--- src/rtl/seq_div_sgn.sv ---
// seq_div_sgn: multi-cycle restoring divider that produces one quotient bit per clock.
// Requests and results both use valid/ready handshakes. Each request can be unsigned or
// signed (two's complement). Divide-by-zero and signed overflow (MIN / -1) are flagged.
//
// Build option: define DIV_SIGNED_EN to honour sgn. When it is undefined, every request
// is unsigned, ovf is tied to 0, and the latency does not change.
//
// Ports:
//   clk, reset          rising-edge clock; asynchronous, active-high reset
//   in_valid/in_ready   request handshake; in_ready is high only in idle
//   sgn, dvnd, dvsr     request mode and operands, sampled on accept
//   out_valid/out_ready result handshake; the result is held until out_ready
//   quo, rmd            quotient (rounded toward zero), remainder (takes the dividend sign)
//   dbz, ovf            divide-by-zero and signed-overflow flags, valid with out_valid
module seq_div_sgn #(
  parameter int unsigned W = 16
) (
  input  logic         clk,
  input  logic         reset,
  input  logic         in_valid,
  output logic         in_ready,
  input  logic         sgn,
  input  logic [W-1:0] dvnd,
  input  logic [W-1:0] dvsr,
  output logic         out_valid,
  input  logic         out_ready,
  output logic [W-1:0] quo,
  output logic [W-1:0] rmd,
  output logic         dbz,
  output logic         ovf
);

  localparam int unsigned CW = $clog2(W) + 1;
  localparam logic [W-1:0] Ones = '1;
  localparam logic [W-1:0] Min  = {1'b1, {(W-1){1'b0}}};

  typedef enum logic [2:0] {StIdle, StPrep, StOp, StFix, StDone} state_e;

  state_e         state_q, state_d;
  logic [W-1:0]   a_q, a_d, b_q, b_d;
  logic [W-1:0]   rh_q, rh_d, rl_q, rl_d, d_q, d_d;
  logic [W-1:0]   quo_q, quo_d, rmd_q, rmd_d;
  logic [CW-1:0]  cnt_q, cnt_d;
  logic           qneg_q, qneg_d, rneg_q, rneg_d;
  logic           zdet_q, zdet_d, odet_q, odet_d;
  logic           dbz_q, dbz_d, ovf_q, ovf_d;

  // Operand conditioning for the prep state
  logic           a_neg, b_neg, ovf_det;
  logic [W-1:0]   abs_a, abs_b;

`ifdef DIV_SIGNED_EN
  logic sgn_q, sgn_d;
  assign a_neg   = sgn_q & a_q[W-1];
  assign b_neg   = sgn_q & b_q[W-1];
  assign abs_a   = a_neg ? (W'(0) - a_q) : a_q;
  assign abs_b   = b_neg ? (W'(0) - b_q) : b_q;
  assign ovf_det = sgn_q & (a_q == Min) & (b_q == Ones);
`else
  logic unused_sgn;
  assign unused_sgn = sgn;
  assign a_neg      = 1'b0;
  assign b_neg      = 1'b0;
  assign abs_a      = a_q;
  assign abs_b      = b_q;
  assign ovf_det    = 1'b0;
`endif

  // One restoring step: shift {rh,rl} left, and subtract when the partial remainder fits
  logic [W:0]   rh_sh;
  logic         q_bit;
  logic [W-1:0] rh_sub;
  assign rh_sh  = {rh_q, rl_q[W-1]};
  assign q_bit  = rh_sh >= {1'b0, d_q};
  // rh_sh - d_q is always below 2^W when q_bit is set, so W bits hold the result
  assign rh_sub = rh_sh[W-1:0] - d_q;

  always_comb begin
    state_d = state_q;
    a_d     = a_q;
    b_d     = b_q;
    rh_d    = rh_q;
    rl_d    = rl_q;
    d_d     = d_q;
    quo_d   = quo_q;
    rmd_d   = rmd_q;
    cnt_d   = cnt_q;
    qneg_d  = qneg_q;
    rneg_d  = rneg_q;
    zdet_d  = zdet_q;
    odet_d  = odet_q;
    dbz_d   = dbz_q;
    ovf_d   = ovf_q;
`ifdef DIV_SIGNED_EN
    sgn_d   = sgn_q;
`endif
    unique case (state_q)
      StIdle: begin
        if (in_valid) begin
          a_d     = dvnd;
          b_d     = dvsr;
`ifdef DIV_SIGNED_EN
          sgn_d   = sgn;
`endif
          state_d = StPrep;
        end
      end
      StPrep: begin
        rh_d    = '0;
        rl_d    = abs_a;
        d_d     = abs_b;
        qneg_d  = a_neg ^ b_neg;
        rneg_d  = a_neg;
        zdet_d  = (b_q == '0);
        odet_d  = ovf_det;
        cnt_d   = CW'(W);
        // A divide-by-zero skips the iterations and is resolved in the fix state
        state_d = (b_q == '0) ? StFix : StOp;
      end
      StOp: begin
        rh_d  = q_bit ? rh_sub : rh_sh[W-1:0];
        rl_d  = {rl_q[W-2:0], q_bit};
        cnt_d = cnt_q - CW'(1);
        if (cnt_q == CW'(1)) state_d = StFix;
      end
      StFix: begin
        if (zdet_q) begin
          quo_d = Ones;
          rmd_d = a_q;
          dbz_d = 1'b1;
          ovf_d = 1'b0;
        end else begin
          // MIN / -1 wraps back to MIN on its own here; only the flag is extra
          quo_d = qneg_q ? (W'(0) - rl_q) : rl_q;
          rmd_d = rneg_q ? (W'(0) - rh_q) : rh_q;
          dbz_d = 1'b0;
          ovf_d = odet_q;
        end
        state_d = StDone;
      end
      StDone: begin
        if (out_ready) state_d = StIdle;
      end
      default: state_d = StIdle;
    endcase
  end

  always_ff @(posedge clk or posedge reset) begin
    if (reset) begin
      state_q <= StIdle;
      a_q     <= '0;
      b_q     <= '0;
      rh_q    <= '0;
      rl_q    <= '0;
      d_q     <= '0;
      quo_q   <= '0;
      rmd_q   <= '0;
      cnt_q   <= '0;
      qneg_q  <= 1'b0;
      rneg_q  <= 1'b0;
      zdet_q  <= 1'b0;
      odet_q  <= 1'b0;
      dbz_q   <= 1'b0;
      ovf_q   <= 1'b0;
`ifdef DIV_SIGNED_EN
      sgn_q   <= 1'b0;
`endif
    end else begin
      state_q <= state_d;
      a_q     <= a_d;
      b_q     <= b_d;
      rh_q    <= rh_d;
      rl_q    <= rl_d;
      d_q     <= d_d;
      quo_q   <= quo_d;
      rmd_q   <= rmd_d;
      cnt_q   <= cnt_d;
      qneg_q  <= qneg_d;
      rneg_q  <= rneg_d;
      zdet_q  <= zdet_d;
      odet_q  <= odet_d;
      dbz_q   <= dbz_d;
      ovf_q   <= ovf_d;
`ifdef DIV_SIGNED_EN
      sgn_q   <= sgn_d;
`endif
    end
  end

  assign in_ready  = (state_q == StIdle);
  assign out_valid = (state_q == StDone);
  assign quo       = quo_q;
  assign rmd       = rmd_q;
  assign dbz       = dbz_q;
  assign ovf       = ovf_q;

endmodule

--- config.mk ---
export PLATFORM = sky130hd
export DESIGN_NAME = seq_div_sgn
export DESIGN_NICKNAME = d
export VERILOG_FILES = /design/src/rtl/seq_div_sgn.sv
export SDC_FILE = /design/constraint.sdc
export NUM_CORES = 1
export LEC_CHECK = 0
export BUFFER_PORTS_ARGS = -buffer_cell sky130_fd_sc_hd__clkbuf_2
export CAP_MARGIN = 20
export CORE_ASPECT_RATIO = 1.4
export CORE_MARGIN = 2
export CORE_UTILIZATION = 58
export CTS_CLUSTER_DIAMETER = 100
export DETAILED_ROUTE_END_ITERATION = 16
export HOLD_SLACK_MARGIN = 0.06
export PLACE_DENSITY = 0.87
export SYNTH_ARGS = -nofsm -noshare
export SYNTH_HDL_FRONTEND = slang
export SYNTH_SLANG_ARGS = --single-unit
--- constraint.sdc ---
create_clock -name clk -period 4.2 [get_ports clk]
set_input_delay 0.21 -clock clk [delete_from_list [all_inputs] [get_ports clk]]
set_output_delay 0.21 -clock clk [all_outputs]
set_load 0.005 [all_outputs]
==> results by group <==
Worst setup path
  – Startpoint types: flop
  – WP data required: approximately 4.5 ns
  – CP max stage delay: 0.70 ns
  – Worst setup EP type: flop
  – Crit path kind: flop to flop
  – Worst Path Buf+Inv: 0
  – Crit path max-delay family: compound AO/OA/AOI/OAI gates
  – Slowest stage cell, crit path: a2111o_1
  – Critical-path cell list: ha_1 -> nand3_1 -> o21bai_1 -> a31o_2 -> a31o_4 -> nand3_2 -> a2111o_1 -> mux2_4 -> o22ai_2
  – FF-to-FF setup slack: 1.15 ns
  – CP Max Fanout: 18
  – Critical Path AT: 3.38 ns

Final layout
  – Most common cell after layout, fill and taps aside: dfrtp_1
  – Area Growth Syn to Fin: 23.4%
  – Nets: a little over 700
  – # diodes: 0
  – Share of layout cells above drive strength 1: 0.221
  – Non-Filler Instances: between 800 and 900
  – Fill cells: 665
  – Most frequent cells in the layout: dfrtp_1, nand2_1, clkbuf_2, o21ai_0, dlygate4sd3_1

Yosys
  – Post-synth EDFFs: 0
  – Main combinational cell family by area after synthesis: simple AND/OR/NAND/NOR gates
  – Post-synthesis net count: around 630
  – Largest area contributor in the netlist: dfrtp_1
  – Yosys reg bits: 122
  – Synth Area in Compound Gates: 0.127
  – Mux cell area share after synthesis: 0.119
  – Dominant synthesized flop cell: dfrtp_1
  – Post-synth cell types: 54
  – Yosys warning count: 0
  – Synth Instances: 571
  – Largest cells by area after synthesis: dfrtp_1, nand2_1, mux2_2
  – Post-synth top area share: 0.523
  – Synthesized area: 5830 um2
  – XOR/XNOR share of the synthesized area: 0.0180
  – Async SR Flop Fraction: 1.00
  – Post-synthesis sequential area ratio: 0.523
  – Adder and majority cell fraction of the synthesized area: 0.0421
  – Syn_area_per_cell: 10.2 um2
  – Synth Area in Simple Gates: 0.129

Die
  – Full die area: 10900 um2
  – Initial Util: 0.592
  – Number of core rows: 43
  – Core area: 9850 um2
  – IO Pins: 73
  – Die span in y: 123 um
  – Die X-Extent: 88.7 um

Clock tree
  – Worst-skew pair later-pin latency: 0.42 ns
  – Max Root-Sink Buffers: 2
  – Root Driver: clkbuf_16
  – Clock sink total: 122
  – CTS tree: built
  – CTS H-tree lvls: 4
  – CTS clk-pin slew, worst paths: 0.06 ns
  – Setup bufs post-CTS: 0
  – TritonCTS Buffers: 17

Timing
  – RSZ-0062 raised after global routing: false
  – Least-Margin Pin Slew: 0.939 ns
  – Slew margin rel.: 0.372
  – Period utilization: 0.726
  – Count of final hold-check violations: 0
  – Clock skew: between 0.01 and 0.015 ns
  – Achievable frequency: 328 MHz
  – Min cycle time layout: just over 3 ns
  – Setup total negative slack: 0 ns
  – Slew Limit Fails: 0
  – Final setup viols: 0

Drt
  – Post-route ant nets: 0
  – DRC Markers: 0
  – Initial DRC Count: 283
  – Via count: 4584
  – Mean routed wirelength per cell: 16.2 um
  – DRT Pass-1 Iters: 4
  – Vias/cell: 5.60
  – Routed WL: ~13000 um

GRT
  – First-pass GRT wire length: 22000 um
  – Overflow after GRT: 0
  – Vias in the first global route: 4641
  – Largest net degree at the start of global routing: 52
  – Initial antenna violation count: 0
  – GRT Total Usage: 0.266

Worst hold path
  – Hold WC Path Type: primary input to flop

Pwr
  – Maximum resistive drop on vdd: approximately 0.46 mV
  – Leak pwr: 3.39 nW
  – Cell Pwr Density: between 800 and 900 nW/um2

Job
  – Max Cap Viol: 0

Placement
  – IO Port Bufs: 70
  – Final HPWL DP: 8560 um
  – RD Place Congestion: 0.867
  – Cell total after placement: 753

Outcome
  – Status: finished, final reports clean
-- per-layer routing --
layer	track usage	routed length [um]	vias up	share of wire
met3	0.0672	584	26	0.044
met4	0.103	270	0	0.020
met1	0.305	5260	2246	0.40
met5	0	0	-	0
met2	0.468	7160	139	0.54
li1	-	-	2173	-
-- worst reg2reg max path: cells and delay by family, from the launching register on --
kind | cells | cell delay [ns]
AO/OA/AOI/OAI | 5 | 1.57
adder cells (fa/ha/maj) | 1 | 0.39
flip-flops | 1 | 0.42
multiplexers | 1 | 0.37
AND/OR/NAND/NOR | 2 | 0.21
-- Yosys cell counts (2+ instances only) --
library cell,count
nor2_1,27
xnor2_1,6
o22ai_1,3
mux2_2,28
xor2_1,6
o21ai_0,58
dfrtp_1,122
or4_1,2
a2111o_1,2
and3_1,2
o21ai_1,10
nor3b_1,3
a22oi_1,16
a211oi_1,2
a31oi_1,2
buf_1,5
mux2_1,5
mux2_4,2
clkbuf_1,23
and2_1,2
o21a_1,5
mux2i_1,29
or3b_2,2
nor4_1,5
a21oi_1,15
nor4b_1,2
nor3_1,3
nand2_1,107
nand3_1,7
ha_1,18
inv_1,28
buf_6,2
-- flip-flops by register name, summed over array words and instances (netlist names) --
register / count
dbz: 1
d_q: 16
quo: 16
rmd: 16
rh_q: 16
zdet_q: 1
cnt_q: 5
state_q: 3
abs_b: 16
rl_q: 16
a_q: 16
-- power by group --
| group | total (mW) | leakage (nW) | internal (mW) | switching, mW |
|---|---|---|---|---|
| clock | 1.36 | 0.266 | 0.843 | 0.516 |
| combinational | 2.77 | 1.59 | 1.25 | 1.52 |
| sequential | 2.11 | 1.53 | 1.70 | 0.412 |
-- timing repair --
item,CTS,global route
endpoints found under the hold margin,56,0
hold buffers,34,0
resized for setup,0,0
-- logic make-up after synthesis --
kind of cell | after synthesis
AO/OA/AOI/OAI | 123
XOR/XNOR | 12
multiplexers | 64
adder cells (fa/ha/maj) | 19
buffers and inverters | 59
AND/OR/NAND/NOR | 171
flip-flops | 122
other | 1
-- stage by stage --
| step | worst slack [ns] | hold slack (ns) | total power, mW | instance area [um2] | utilization |
|---|---|---|---|---|---|
| 2_1_floorplan | 0.747 | 0.317 | 4.11 | 5830 | - |
| 3_5_place_dp | 1.19 | 0.177 | 4.78 | 6300 | 0.640 |
| 4_1_cts | 1.19 | 0.232 | 6.22 | 7200 | 0.731 |
| 6_report | 1.15 | 0.248 | 6.24 | 7200 | 0.731 |
| 5_1_grt | 0.984 | 0.260 | 6.71 | 7200 | 0.731 |
| 3_3_place_gp | 1.29 | 0.169 | 4.59 | 6280 | 0.638 |
-- layout make-up --
type | instances | area, um2 | area share
tap | 135 | 169 | 0.0235
clock buffer | 22 | 464 | 0.0645
timing repair buffer | 112 | 758 | 0.105
inverter | 28 | 108 | 0.0150
sequential | 122 | 3050 | 0.424
multi-input combinational | 390 | 2550 | 0.354
clock inverter | 10 | 93.8 | 0.0130
-- path summary, 6_finish.rpt --
check,depth (start not counted),startpoint,endpoint
setup / recovery,9,rh_q[2],rh_q[0]
hold / removal,4,in_valid,state_q[0]
setup reg to reg,9,rh_q[2],rh_q[0]
hold reg to reg,2,quo[13],quo[13]
max in group asynchronous,4,reset,a_q[15]
min in group asynchronous,3,reset,rmd[2]
Note: power is estimated with default switching activity, not from simulation.
